`src/rtl/alu_defs.sv`:
```
// Shared ALU definitions: ALU_Control encodings, RV32I opcodes, issue bundle layout.
// The issue stage and the ALU both import this package so the codes stay in sync.
package alu_defs;

  localparam int XLEN_DEFAULT = 32;

  // ALU_Control encodings
  localparam logic [5:0] ALU_ADD   = 6'd0;
  localparam logic [5:0] ALU_SUB   = 6'd1;
  localparam logic [5:0] ALU_OR    = 6'd2;
  localparam logic [5:0] ALU_XOR   = 6'd3;
  localparam logic [5:0] ALU_AND   = 6'd4;
  localparam logic [5:0] ALU_SLL   = 6'd5;
  localparam logic [5:0] ALU_SRL   = 6'd6;
  localparam logic [5:0] ALU_SRA   = 6'd7;
  localparam logic [5:0] ALU_JAL   = 6'd8;
  localparam logic [5:0] ALU_JALR  = 6'd9;
  localparam logic [5:0] ALU_SLT   = 6'd10;
  localparam logic [5:0] ALU_SLTU  = 6'd11;
  localparam logic [5:0] ALU_STORE = 6'd12;

  // Code issued for anything the decoder does not recognise
  localparam logic [5:0] ILLEGAL_OP_DEFAULT = 6'h3F;

  // funct7 value selecting SUB / SRA / SRAI
  localparam logic [6:0] F7_ALT = 7'h20;

  typedef enum logic [6:0] {
    OPC_LOAD   = 7'b0000011,
    OPC_OP_IMM = 7'b0010011,
    OPC_AUIPC  = 7'b0010111,
    OPC_STORE  = 7'b0100011,
    OPC_OP     = 7'b0110011,
    OPC_LUI    = 7'b0110111,
    OPC_BRANCH = 7'b1100011,
    OPC_JALR   = 7'b1100111,
    OPC_JAL    = 7'b1101111
  } opcode_e;

  // Everything the execute stage needs for one instruction
  typedef struct packed {
    logic [5:0]  alu_ctrl;
    logic [31:0] operand_a;
    logic [31:0] operand_b;
    logic [4:0]  rd;
    logic        reg_write;
    logic        mem_write;
    logic [31:0] store_data;
    logic        illegal;
  } issue_bundle_t;

  // Shared funct3 map for OP and OP-IMM; alt picks SUB over ADD and SRA over SRL
  function automatic logic [5:0] funct3_to_op(input logic [2:0] funct3, input logic alt);
    logic [5:0] op;
    case (funct3)
      3'd0:    op = alt ? ALU_SUB : ALU_ADD;
      3'd1:    op = ALU_SLL;
      3'd2:    op = ALU_SLT;
      3'd3:    op = ALU_SLTU;
      3'd4:    op = ALU_XOR;
      3'd5:    op = alt ? ALU_SRA : ALU_SRL;
      3'd6:    op = ALU_OR;
      default: op = ALU_AND;
    endcase
    return op;
  endfunction

endpackage

```
`src/rtl/alu_issue_decode.sv`:
```
// Combinational RV32I decoder: instruction, pc and register read data in,
// one issue bundle out. Holds no state; the pipeline register lives in the top.
module alu_issue_decode
  import alu_defs::*;
#(
  parameter logic [5:0] ILLEGAL_OP = ILLEGAL_OP_DEFAULT
) (
  input  logic [31:0]   instr,
  input  logic [31:0]   pc,
  input  logic [31:0]   rs1_data,
  input  logic [31:0]   rs2_data,
  output issue_bundle_t bundle
);

  logic [6:0]  opcode;
  logic [2:0]  funct3;
  logic [6:0]  funct7;
  logic [4:0]  rd_field;
  logic [31:0] imm_i;
  logic [31:0] imm_s;
  logic [31:0] imm_u;
  logic [31:0] shamt;
  logic [31:0] pc_plus4;
  logic        is_shift_imm;
  logic        write_back;
  logic        bad;

  assign opcode       = instr[6:0];
  assign funct3       = instr[14:12];
  assign funct7       = instr[31:25];
  assign rd_field     = instr[11:7];
  assign imm_i        = {{20{instr[31]}}, instr[31:20]};
  assign imm_s        = {{20{instr[31]}}, instr[31:25], instr[11:7]};
  assign imm_u        = {instr[31:12], 12'b0};
  // Shift amounts come straight from the 5-bit field, so B never exceeds 31
  assign shamt        = {27'b0, instr[24:20]};
  // Wraps naturally modulo 2^32
  assign pc_plus4     = pc + 32'd4;
  assign is_shift_imm = (funct3 == 3'd1) || (funct3 == 3'd5);

  // Decode the instruction into the issue bundle; illegal forms override at the end
  always_comb begin
    bundle          = '0;
    bundle.alu_ctrl = ALU_ADD;
    bundle.rd       = rd_field;
    write_back      = 1'b0;
    bad             = 1'b0;
    case (opcode)
      OPC_OP: begin
        bundle.alu_ctrl  = funct3_to_op(funct3, funct7[5]);
        bundle.operand_a = rs1_data;
        bundle.operand_b = rs2_data;
        write_back       = 1'b1;
      end
      OPC_OP_IMM: begin
        bundle.alu_ctrl  = funct3_to_op(funct3, (funct3 == 3'd5) && (funct7 == F7_ALT));
        bundle.operand_a = rs1_data;
        write_back       = 1'b1;
        if (is_shift_imm) begin
          bundle.operand_b = shamt;
          // SLLI/SRLI need funct7=0; only the right shift may use the SRAI pattern
          bad = !((funct7 == 7'h00) || ((funct3 == 3'd5) && (funct7 == F7_ALT)));
        end else begin
          bundle.operand_b = imm_i;
        end
      end
      OPC_LOAD: begin
        bundle.operand_a = rs1_data;
        bundle.operand_b = imm_i;
        write_back       = 1'b1;
      end
      OPC_STORE: begin
        bundle.alu_ctrl   = ALU_STORE;
        bundle.operand_a  = rs1_data;
        bundle.operand_b  = imm_s;
        bundle.mem_write  = 1'b1;
        bundle.store_data = rs2_data;
      end
      OPC_LUI: begin
        bundle.operand_b = imm_u;
        write_back       = 1'b1;
      end
      OPC_AUIPC: begin
        bundle.operand_a = pc;
        bundle.operand_b = imm_u;
        write_back       = 1'b1;
      end
      OPC_JAL: begin
        bundle.alu_ctrl  = ALU_JAL;
        bundle.operand_a = pc_plus4;
        write_back       = 1'b1;
      end
      OPC_JALR: begin
        bundle.alu_ctrl  = ALU_JALR;
        bundle.operand_a = pc_plus4;
        write_back       = 1'b1;
        bad              = (funct3 != 3'd0);
      end
      OPC_BRANCH: begin
        bundle.alu_ctrl  = ALU_SUB;
        bundle.operand_a = rs1_data;
        bundle.operand_b = rs2_data;
      end
      default: bad = 1'b1;
    endcase
    if (bad) begin
      bundle.alu_ctrl  = ILLEGAL_OP;
      bundle.illegal   = 1'b1;
      bundle.operand_a = '0;
      bundle.operand_b = '0;
      write_back       = 1'b0;
    end
    // x0 is never written
    bundle.reg_write = write_back && (rd_field != 5'd0);
  end

endmodule

```
`src/rtl/alu_issue_stage.sv`:
```
// Issue stage: single-entry valid/ready pipeline register in front of execute.
// Decoding happens in alu_issue_decode; this level only captures and hands off.
module alu_issue_stage
  import alu_defs::*;
#(
  parameter int         XLEN       = XLEN_DEFAULT,
  parameter logic [5:0] ILLEGAL_OP = ILLEGAL_OP_DEFAULT
) (
  input  logic            clock,
  input  logic            reset_n,
  input  logic            in_valid,
  output logic            in_ready,
  input  logic [31:0]     instr,
  input  logic [XLEN-1:0] pc,
  output logic [4:0]      rs1_addr,
  output logic [4:0]      rs2_addr,
  input  logic [XLEN-1:0] rs1_data,
  input  logic [XLEN-1:0] rs2_data,
  input  logic            flush,
  output logic            out_valid,
  input  logic            out_ready,
  output logic [5:0]      ALU_Control,
  output logic [XLEN-1:0] operand_A,
  output logic [XLEN-1:0] operand_B,
  output logic [4:0]      rd,
  output logic            reg_write,
  output logic            mem_write,
  output logic [XLEN-1:0] store_data,
  output logic            illegal
);

  issue_bundle_t dec_bundle;
  issue_bundle_t bundle_reg;
  logic          out_valid_reg;
  logic          transfer;

  // Register file addresses are read in the same cycle the instruction is presented
  assign rs1_addr = instr[19:15];
  assign rs2_addr = instr[24:20];

  // Accept when empty or when the held bundle leaves this cycle
  assign in_ready = !out_valid_reg || out_ready;
  assign transfer = in_valid && in_ready;

  alu_issue_decode #(
    .ILLEGAL_OP(ILLEGAL_OP)
  ) u_decode (
    .instr    (instr),
    .pc       (pc),
    .rs1_data (rs1_data),
    .rs2_data (rs2_data),
    .bundle   (dec_bundle)
  );

  // Valid flag: flush wins, then capture, then drain
  always_ff @(posedge clock or negedge reset_n) begin
    if (!reset_n) begin
      out_valid_reg <= 1'b0;
    end else if (flush) begin
      out_valid_reg <= 1'b0;
    end else if (transfer) begin
      out_valid_reg <= 1'b1;
    end else if (out_ready) begin
      out_valid_reg <= 1'b0;
    end
  end

  // Bundle payload: load only on an unflushed transfer, otherwise hold stable
  always_ff @(posedge clock or negedge reset_n) begin
    if (!reset_n) begin
      bundle_reg <= '0;
    end else if (transfer && !flush) begin
      bundle_reg <= dec_bundle;
    end
  end

  assign out_valid   = out_valid_reg;
  assign ALU_Control = bundle_reg.alu_ctrl;
  assign operand_A   = bundle_reg.operand_a;
  assign operand_B   = bundle_reg.operand_b;
  assign rd          = bundle_reg.rd;
  assign reg_write   = bundle_reg.reg_write;
  assign mem_write   = bundle_reg.mem_write;
  assign store_data  = bundle_reg.store_data;
  assign illegal     = bundle_reg.illegal;

endmodule
```
`config.mk`:
```
export PLATFORM = sky130hd
export DESIGN_NAME = alu_issue_stage
export DESIGN_NICKNAME = d
export VERILOG_FILES = /design/src/rtl/alu_defs.sv /design/src/rtl/alu_issue_decode.sv /design/src/rtl/alu_issue_stage.sv
export SDC_FILE = /design/constraint.sdc
export NUM_CORES = 1
export LEC_CHECK = 0
export CAP_MARGIN = 20
export CORE_MARGIN = 8
export CORE_UTILIZATION = 49
export DETAILED_ROUTE_END_ITERATION = 8
export PLACE_DENSITY = 0.87
export RECOVER_POWER = 25
export SYNTH_ARGS = -nofsm -noshare
export SYNTH_HDL_FRONTEND = slang
export SYNTH_HIERARCHICAL = 1
export SYNTH_SLANG_ARGS = --single-unit
```
`constraint.sdc`:
```
create_clock -name clock -period 3.4 [get_ports clock]
set_input_delay 0.51 -clock clock [delete_from_list [all_inputs] [get_ports clock]]
set_output_delay 0.51 -clock clock [all_outputs]
set_load 0.05 [all_outputs]
```
==> results.cfg <==
[pwr]
seq_power_share_pct = 43.6
vdd_ir_drop_max_mv = 0.218
internal_power_mw = 2.28
power_mw = 3.14
power.share.clock_pct = 36.1
power.leakage_nw = 4.10
p_comb_share_pct = 20.3
switching_share_pct = 27.5
powerDensity_nw_per_um2 = 322
p_sw_uw = 863

[hold_path]
hold_path_class = reg -> reg
whs_endpoint = mem_write
min_path_cells = 1
hold_start = mem_write

[global_route]
grt_max_degree = 66
grt.overflow.total = 0
antenna_found_initial = 1
grt_usage_pct = 24.7
grt_pass1_vias = 6154
grt_pass1_wl_mm = 35.7

[worst_setup_path]
reg2regPathDepth = 4
r2r_end = rd[4]
required_ps = 3630
path_cells = clkdlybuf4s50_1 -> nor4_1 -> buf_4 -> a31oi_1 -> a32oi_1 -> o31ai_2 -> or4_1 -> mux2_4
critical_path_arrival_ps = 3080
worst-path-buf-inv = 2
crit_path_max_incr_delay_ps = 580
crit_type = in -> reg
endpoint_kind = register
critPathMaxFanout = 6
rr_startpoint = out_valid
cp-start-kind = input pin
slowest_stage = nor4_1
r2r_slack_ps = 1530
cpLargestDelayFamily = simple AND/OR/NAND/NOR gates

[final_layout]
nFillCells = 1031
final_util_pct = 70.0
nets = 964
layout_common_cells = 253 x clkdlybuf4s50_1, 111 x dfrtp_1, 100 x mux2_4
area_growth_syn_to_layout_pct = 39.6
regArea_sq_um = 2780
multi_input_area_sq_um = 3700
final_common_cell = clkdlybuf4s50_1
layout-drive-gt1-share_pct = 19.3

[clocking]
post_cts_resized = 0
cts_buffer_depth = 2
postCtsSetupBuffers = 0
cts_tree = done
root_buffer = clkbuf_16
cts_hold_repair.buffers = 0
cts-htree-levels = 3
clkLatencyLatePin_ps = 340
cts_buffers = 9
clock-sinks = 111
clkTransAtPathRegs_ps = 70

[die]
core_region_area_sq_um = 13900
die_x_microns = 135
die-area_sq_um = 18400
die_h_microns = 135
start_util_pct = 50.2
rows = 43
ios = 255

[flow_run]
drv_cap = 1

[timing]
hold_viol = 0
rsz0062_at_grt = false
finalClockSkew_ps = 6.47
fin_crit_sh_pct = 83.8
slew_headroom_pct = -11.5
hold_ws_ps = 508
setup-tns-final_ps = 0
tightestPinTransition_ps = 1670
period_needed_ps = 2850
drv_slew = 66
setup_viol = 0
fmax_mhz = 351

[place]
port_buffers = 254
place_congestion = 0.905
dp.final_hpwl_mm = 17.3

[synth]
synth_flop_cell = dfrtp_1
synthesis.nets = 743
synth-async-reset-ratio_pct = 100
yosysWarnings = 6
synth-seq-cells = 111
netlist_area_sq_um = 6990
synth_edf_count = 0
synth_cells = 609
ys_types = 59
synth.avg_cell_area_sq_um = 11.5
ys_seq_area_share_pct = 39.7

[drt]
dr_total_vias = 5974
drc = 0
dr.pass1.iters = 7
ant_nets = 0
routed_wl_mm = 23.0
via_per_inst = 5.88
first_iter_violations = 384
wl_per_cell_microns = 22.7

[outcome]
status = complete, but fails checks
violations = max-capacitance violations, max-slew violations
-- layer usage --
layer / wire, microns / global-route usage (%) / up-vias
met5: 0 / 0 / -
met4: 283 / 5.55 / 0
met3: 2180 / 6.86 / 19
met2: 11200 / 41.8 / 301
met1: 9370 / 30.7 / 2947
li1: - / - / 2707
-- logic make-up (layout without fill, tap and decap cells) --
| kind of cell | Yosys count | in the layout | synth area share [%] |
|---|---|---|---|
| XOR/XNOR | 3 | 3 | 0.376 |
| buffers and inverters | 73 | 299 | 7.71 |
| AND/OR/NAND/NOR | 178 | 178 | 14.6 |
| adder cells (fa/ha/maj) | 1 | 1 | 0.179 |
| AO/OA/AOI/OAI | 131 | 131 | 14.1 |
| multiplexers | 112 | 112 | 23.4 |
| other | 0 | 1 | 0 |
| flip-flops | 111 | 111 | 39.7 |
-- synthesized netlist by cell type, types with 2 or more instances --
library cell  instances  area share (%)
buf_4                21             2.3
a21o_1                6            0.64
nand4_1               5            0.45
nand3_2               2            0.29
a222oi_1              8             1.1
buf_2                 6            0.43
buf_12               11             3.1
a221oi_1              2            0.25
mux2i_1               2            0.29
nand3_1              17             1.2
and2_1               35             3.1
a31oi_1              15             1.3
a22oi_1              12             1.3
a22o_1                8             1.0
o41a_1                2            0.32
a311oi_1              2            0.25
o21ai_0              17             1.2
a21oi_1              21             1.5
or3_1                 4            0.36
a311o_1               2            0.29
nor3_1               12            0.86
nand2b_1              3            0.27
dfrtp_1             111              40
clkbuf_1             24             1.3
o211ai_1              3            0.32
inv_1                10            0.54
or4_1                 8            0.86
a32oi_1               7            0.88
and3_1                7            0.63
and3b_1               2            0.25
mux2_4              100              21
a221o_1              19             2.7
mux2_2               10             1.6
nor4_1                5            0.45
nand2_1              34             1.8
xor2_1                2            0.25
nor2_1               32             1.7
-- worst max-delay path by stage --
stage / end / from / slack (ps) / cells after the start
finish: ALU_Control[3] / instr[27] / 550 / 8
global route: operand_A[7] / reset_n / 320 / 2
CTS: ALU_Control[3] / instr[27] / 600 / 8
detailed placement: ALU_Control[3] / instr[27] / 250 / 8
global placement: ALU_Control[3] / instr[27] / 240 / 8
floorplan: reg_write / instr[6] / 1070 / 7
-- worst register-to-register path, delay by kind of cell, from the launching register on --
family,cells,cell delay [ps]
buf+inv,1,390
flops,1,380
simple gates,2,500
mux,1,480
-- final cells by class --
type | count | area share [%]
Multi-Input combinational cell | 425 | 37.9
Inverter | 10 | 0.385
Tap cell | 180 | 2.31
Sequential cell | 111 | 28.5
Timing Repair Buffer | 273 | 27.7
Clock inverter | 3 | 0.487
Antenna cell | 1 | 0.0256
Clock buffer | 13 | 2.77
-- power groups by stage --
stage	logic [mW]	clock network, mW	registers, mW
2_1_floorplan	0.236	0	1.50
3_3_place_gp	0.634	0	1.39
3_5_place_dp	0.642	0	1.39
4_1_cts	0.645	1.15	1.37
5_1_grt	0.672	1.20	1.37
6_report	0.639	1.13	1.37
-- metrics by stage --
stage	area [sq um]	setup WS [ps]	instances
floorplan	6990	1070	609
global placement	9470	245	999
detailed placement	9470	246	999
CTS	9780	598	1015
global route	9760	318	1016
finish	9760	550	1016
(Power assumes the default switching activity.)
